**src/rtl/contador_pkg.sv**
```systemverilog
// Shared encodings and constants for the Contador command sequencer.
// MODO values match the counter's own mode decoding.
package contador_pkg;

  localparam logic [1:0] MODO_UP   = 2'b00;
  localparam logic [1:0] MODO_DOWN = 2'b01;
  localparam logic [1:0] MODO_UP3  = 2'b10;
  localparam logic [1:0] MODO_LOAD = 2'b11;

  localparam int DRAIN_CYCLES = 2;

  typedef enum logic [2:0] {
    S_IDLE,
    S_LOAD,
    S_RUN,
    S_DRAIN,
    S_REPORT
  } state_t;

  function automatic logic is_load(input logic [1:0] m);
    return m == MODO_LOAD;
  endfunction

endpackage

```
**src/rtl/sat_counter.sv**
```systemverilog
// W-bit event counter that sticks at all-ones instead of wrapping.
// Synchronous clear has priority over increment.
module sat_counter #(
  parameter int W = 8
) (
  input  logic         clk,
  input  logic         rst,
  input  logic         clr,
  input  logic         inc,
  output logic [W-1:0] cnt
);

  always_ff @(posedge clk or posedge rst) begin
    if (rst) begin
      cnt <= '0;
    end else if (clr) begin
      cnt <= '0;
    end else if (inc && (cnt != '1)) begin
      cnt <= cnt + W'(1);
    end
  end

endmodule

```
**src/rtl/contador_ctrl.sv**
```systemverilog
// Command sequencer driving the cascaded counter's ENB/MODO/D.
// Reports final Q, RCO event count and a parity check per command.
module contador_ctrl
  import contador_pkg::*;
#(
  parameter int N  = 16,
  parameter int CW = 16,
  parameter int RW = 8
) (
  input  logic          CLK,
  input  logic          RST,
  input  logic          CMD_VALID,
  output logic          CMD_READY,
  input  logic [1:0]    CMD_MODO,
  input  logic [N-1:0]  CMD_DATA,
  input  logic [CW-1:0] CMD_LEN,
  output logic          ENB,
  output logic [1:0]    MODO,
  output logic [N-1:0]  D,
  input  logic [N-1:0]  Q_IN,
  input  logic          RCO_IN,
  input  logic          PARIDAD_IN,
  output logic          BUSY,
  output logic          DONE,
  output logic [N-1:0]  Q_LAST,
  output logic [RW-1:0] RCO_CNT,
  output logic          PAR_ERR
);

  localparam int DW = $clog2(DRAIN_CYCLES);
  localparam logic [DW-1:0] DRAIN_LAST = DW'(DRAIN_CYCLES - 1);

  state_t          state;
  logic [CW-1:0]   len_cnt;
  logic [DW-1:0]   drain_cnt;
  logic            accept;
  logic            rco_inc;

  assign CMD_READY = (state == S_IDLE);
  assign BUSY      = (state != S_IDLE);
  assign accept    = CMD_VALID && CMD_READY;
  assign rco_inc   = RCO_IN && ((state == S_RUN) || (state == S_DRAIN));

  sat_counter #(
    .W(RW)
  ) u_rco (
    .clk(CLK),
    .rst(RST),
    .clr(accept),
    .inc(rco_inc),
    .cnt(RCO_CNT)
  );

  // Results are captured on the way into REPORT so they are valid with DONE.
  always_ff @(posedge CLK or posedge RST) begin
    if (RST) begin
      state     <= S_IDLE;
      len_cnt   <= '0;
      drain_cnt <= '0;
      ENB       <= 1'b0;
      MODO      <= MODO_UP;
      D         <= '0;
      DONE      <= 1'b0;
      Q_LAST    <= '0;
      PAR_ERR   <= 1'b0;
    end else begin
      DONE <= 1'b0;
      case (state)
        S_IDLE: begin
          if (CMD_VALID) begin
            PAR_ERR   <= 1'b0;
            len_cnt   <= CMD_LEN;
            drain_cnt <= DRAIN_LAST;
            if (is_load(CMD_MODO)) begin
              state <= S_LOAD;
              ENB   <= 1'b1;
              MODO  <= MODO_LOAD;
              D     <= CMD_DATA;
            end else if (CMD_LEN != '0) begin
              state <= S_RUN;
              ENB   <= 1'b1;
              MODO  <= CMD_MODO;
            end else begin
              state <= S_DRAIN;
            end
          end
        end
        S_LOAD: begin
          state <= S_DRAIN;
          ENB   <= 1'b0;
          MODO  <= MODO_UP;
        end
        S_RUN: begin
          if (len_cnt == CW'(1)) begin
            state <= S_DRAIN;
            ENB   <= 1'b0;
            MODO  <= MODO_UP;
          end else begin
            len_cnt <= len_cnt - CW'(1);
          end
        end
        S_DRAIN: begin
          if (drain_cnt == '0) begin
            state   <= S_REPORT;
            DONE    <= 1'b1;
            Q_LAST  <= Q_IN;
            PAR_ERR <= PARIDAD_IN ^ (^Q_IN);
          end else begin
            drain_cnt <= drain_cnt - DW'(1);
          end
        end
        S_REPORT: begin
          state <= S_IDLE;
        end
        default: begin
          state <= S_IDLE;
        end
      endcase
    end
  end

endmodule

```
**config.mk**
```make
export PLATFORM = sky130hd
export DESIGN_NAME = contador_ctrl
export DESIGN_NICKNAME = d
export VERILOG_FILES = /design/src/rtl/contador_pkg.sv /design/src/rtl/sat_counter.sv /design/src/rtl/contador_ctrl.sv
export SDC_FILE = /design/constraint.sdc
export NUM_CORES = 1
export LEC_CHECK = 0
export CAP_MARGIN = 20
export CORE_ASPECT_RATIO = 1.1
export CORE_UTILIZATION = 41
export CTS_CLUSTER_DIAMETER = 120
export DETAILED_ROUTE_END_ITERATION = 16
export PLACE_DENSITY_LB_ADDON = 0.12
export SYNTH_ARGS = -nofsm -noshare
export SYNTH_HDL_FRONTEND = slang
export SYNTH_HIERARCHICAL = 1
export SYNTH_SLANG_ARGS = --single-unit
export TNS_END_PERCENT = 20
```
**constraint.sdc**
```tcl
create_clock -name CLK -period 2.7 [get_ports CLK]
set_clock_uncertainty 0.1 [all_clocks]
set_input_delay 0.54 -clock CLK [delete_from_list [all_inputs] [get_ports CLK]]
set_output_delay 0.54 -clock CLK [all_outputs]
set_load 0.03 [all_outputs]
```
### Word-level counts from Yosys, hierarchy flattened

Cells that the tools add are included.

| storage, ports and cells | value |
|---|---|
| bits in registers | 65 |
| input bits | 55 |
| logic and storage cells | 74 |
| output and inout port bits | 47 |

| operators by class | value |
|---|---|
| mux-type cells | 29 |
| eq/ne operators | 11 |
| $add $sub $neg | 3 |
| bitwise operators | 2 |
| reduce and logical (&&, ||, !) cells | 19 |

Operator list:

| kind | number |
|---|---|
| $mux W16 | 2 |
| $pmux W16 S2 | 1 |
| $eq A16 B1 Y1 const B | 1 |
| $mux W8 | 2 |
| $reduce_bool A16 Y1 | 1 |
| $reduce_xor A16 Y1 | 1 |
| $sub A16 B1 Y16 const B | 1 |
| $pmux W3 S4 | 1 |
| $reduce_and A3 Y1 | 4 |
| $mux W1 | 11 |
| $mux W2 | 5 |
| $mux W3 | 3 |
| $add A8 B1 Y8 const B | 1 |
| $ne A8 B8 Y1 const B | 1 |
| $eq A3 B2 Y1 const B | 2 |
| $ne A2 B2 Y1 const B | 3 |
| $pmux W2 S3 | 1 |
| $reduce_bool A2 Y1 | 3 |
| $reduce_bool A3 Y1 | 2 |
| $pmux W1 S2 | 2 |
| $reduce_and A2 Y1 | 2 |
| $reduce_and A4 Y1 | 1 |
| $eq A3 B1 Y1 const B | 1 |
| $logic_and A1 B1 Y1 | 3 |
| other kinds (9) | 9 |

### Longest topological paths before layout

| logic depth | value |
|---|---|
| word-level depth | 6 |
| mapped depth | 8 |
| gate-level depth less buffers | 7 |

### Hierarchy

Netlist, hierarchy kept.

Modules (own cells, without submodules):

| module | instances | area an instance (µm²) | cells each | sequential area each (µm²) |
|---|---|---|---|---|
| contador_ctrl | 1 | 2,905.3 | 267 | 1,426.4 |
| sat_counter | 1 | 504.2 | 49 | 200.2 |

### Worst setup path after synthesis

OpenSTA, ideal clock, no wires.

| path | value |
|---|---|
| path type | register to output |
| start | reg state[2] |
| end | out BUSY |
| setup slack | 0.343 ns |
| data arrival time | 1.717 ns |
| required time | 2.060 ns |
| path buffers | 1 |
| stages on the path, launching flop included | 4 |
| path through | dfrtp_1 -> buf_4 -> nor3_1 -> inv_1 |

| on the way | value |
|---|---|
| cells in the longest elaborated chain, start to end | 1 |

Ends and longest elaborated chain:

| element | RTL line | RTL |
|---|---|---|
| from (decl) | contador_ctrl.sv:33 | `state_t state;` |
| from (signal assigned) | contador_ctrl.sv:57 | `state <= S_IDLE;` |
| from (signal assigned) | contador_ctrl.sv:75 | `state <= S_LOAD;` |
| from (signal assigned) | contador_ctrl.sv:80 | `state <= S_RUN;` |
| $reduce_bool A3 Y1 | contador_ctrl.sv:40 | `assign BUSY = (state != S_IDLE);` |
| to (decl) | contador_ctrl.sv:23 | `output logic BUSY,` |

Every way passes these cells.

### Final worst setup path

| path | value |
|---|---|
| start | reg state[1] |
| end | out CMD_READY |

| on the way | value |
|---|---|
| cells in the longest elaborated chain, start to end | 1 |

Ends and longest elaborated chain:

| element | RTL line | RTL |
|---|---|---|
| $logic_not A3 Y1 | contador_ctrl.sv:39 | `assign CMD_READY = (state == S_IDLE);` |
| to (decl) | contador_ctrl.sv:13 | `output logic CMD_READY,` |

Every way passes these cells.

==> run summary <==
status: finished clean
leakage power: 1.95 nW
non-filler cells in the finished layout: 540
fill count: 736
Highest Clock Rate: 0.390 GHz
post-synth top area share: 0.477
Syn Std Cell Area: 0.00341 sq mm
Slew headroom: 0.500
Seq cells post-synth: 65
Slew @ Worst Pin: 0.748 ns
gp weighted congestion: 0.802
CP required: 2.06 ns
synth warn: 6
count leader, synth: dfrtp_1
Resize count post-CTS: 0
die area: 0.00868 sq mm
synth cell count leaders: 65 x dfrtp_1, 32 x mux2_2, 26 x o21ai_0
Critical Path AT: 1.93 ns
PortBufs: 101
GR Overflow Total: 0
Final TNS setup: 0 ns
max-slew violation count: 0
final setup vio count: 0
Clk pin slew, worst setup/hold paths: 0.08 ns
CP peak stage delay: 0.77 ns
initial antenna violation count: 0
post-route antenna net violation count: 0
EDFF count, synth: 0
layout cell share with drive strength beyond 1: 0.188
Syn Nets: 374
footprint of the multi-input gates: 0.00165 sq mm
vias in the first global route: 2834
critical path type: reg -> out
Worst setup EP type: primary output
first-pass GRT wire length: 13200 microns
final period utilization: 0.950
first drt pass iteration count: 4
CTS tree: yes
Die Y: 97.6 microns
clk_lat worst skew: 0.34 ns
RSZ-0062 raised after global routing: false
end-of-flow core utilization: 0.599
DRC violations left: 0
synth top area cells: dfrtp_1 48%, mux2_2 11%, o21ai_0 3.8%
Root Driver: clkbuf_8
minimum clock period: 2.57 ns
H-tree depth: 3
IO Pins: 102
n_diodes: 0
core area: 0.00800 sq mm
vias per cell: 5.24
fin nets: 485
Yosys cell types: 53
Longest Clk Path Bufs: 2
total track usage: 0.199
crit start category: register
Die Span X: 88.9 microns
post-synthesis sequential area ratio: 0.477
DRT iter0 DRCs: 106
mean routed wirelength per cell: 15.0 microns
DP HPWL: 5650 microns
register area: 0.00163 sq mm
crit-path cells: nor3_1 > clkdlybuf4s50_1
synthesized area per cell: 10.8 sq um
effective utilization at floorplan: 0.426
placed insts: 523
Synth Flop Type: dfrtp_1
Pwr per Cell Area: 1220 mW/mm^2
FP Rows: 34
Hold Crit Class: in -> async
async set-reset flop share out of synthesis: 1.00
Worst Reg-to-Reg Cells: 7
Vias: 2827
Mapped Cells: 316
final hold vios: 0
post-CTS setup buffers: 0
TritonCTS Buffers: 9
MaxCap Viol Count: 0
CTS Sinks: 65
CP Max Fanout: 8
worst vdd ir: 0.000536 V
wirelength, routed: 8080 microns
Worst path slowest cell: clkdlybuf4s50_1
largest net degree at the start of global routing: 58
Area growth syn-to-layout: 40.6%
post-synth top area cell: dfrtp_1
hold buffer count at cts: 0
-- where the power goes --
group	switching (mW)	total, mW	internal [mW]	leakage (nW)
combinational	1.72	3.18	1.46	1.06
clock	0.411	0.864	0.453	0.0949
sequential	0.365	1.79	1.43	0.801
total	2.50	5.84	3.34	1.95
-- routing by layer --
layer	wire [microns]	global-route usage	vias to the layer above
met3	542	0.0671	9
met1	3510	0.247	1381
met5	0	0	-
met4	122	0.0867	0
li1	-	-	1369
met2	3900	0.311	68
-- cell families after synthesis --
group,synth area share
DFF,0.477
xor gates and xnor gates,0.0451
AOI/OAI and AO/OA,0.140
buffers and inverters,0.0382
adders and majority gates,0.0110
muxes,0.137
and+or+nand+nor,0.152
-- final timing paths --
| path | slack, ns | from | end |
|---|---|---|---|
| max | 0.13 | state[1] | CMD_READY |
| min | 0.39 | RST | u_rco/cnt[0] |
| max reg2reg | 0.58 | len_cnt[1] | ENB |
| min reg2reg | 0.41 | PAR_ERR | PAR_ERR |
| max in group asynchronous | 1.73 | RST | Q_LAST[6] |
| min in group CLK | 0.41 | PAR_ERR | PAR_ERR |
-- cell usage in the layout, fill, tap and decap left out, types with 5 or more instances in the layout --
cell / netlist / routed
a21oi_1: 18 / 18
buf_4: 2 / 12
clkbuf_8: 0 / 10
clkdlybuf4s50_1: 0 / 101
dfrtp_1: 65 / 65
inv_1: 10 / 9
mux2_2: 32 / 32
mux2_4: 5 / 5
nand2_1: 16 / 16
nor2_1: 23 / 23
nor3_1: 15 / 15
nor4_1: 8 / 8
o21ai_0: 26 / 26
xnor2_1: 13 / 13
-- critical path, delay by kind of cell, from the launching register on --
kind / cells / cell delay [ns]
AND/OR/NAND/NOR: 1 / 0.35
buffers and inverters: 1 / 0.77
flip-flops: 1 / 0.46
-- area by class of cell --
class / count / share of cell area
multi-input combinational: 226 / 0.345
sequential: 65 / 0.339
timing repair buffer: 115 / 0.237
clock buffer: 10 / 0.0287
tap: 108 / 0.0282
clock inverter: 6 / 0.0138
inverter: 10 / 0.00783
-- state kept, by name, summed over array words and instances, names as in the netlist --
name and count:
DONE 1, Q_LAST 16, len_cnt 16, state 3, PAR_ERR 1, D 16, ENB 1, drain_cnt 1
u_rco/cnt 8, MODO 2
-- per-stage QoR --
step	worst slack [ns]	total power [mW]	hold WS, ns	cell area [sq um]
floorplan	0.343	3.85	0.256	3410
global placement	0.0417	4.90	0.384	4570
detailed placement	0.140	4.96	0.387	4570
CTS	0.121	5.85	0.391	4780
global route	0.0925	6.23	0.427	4790
finish	0.134	5.84	0.387	4790
No activity file was read; power rests on OpenSTA's default activity.
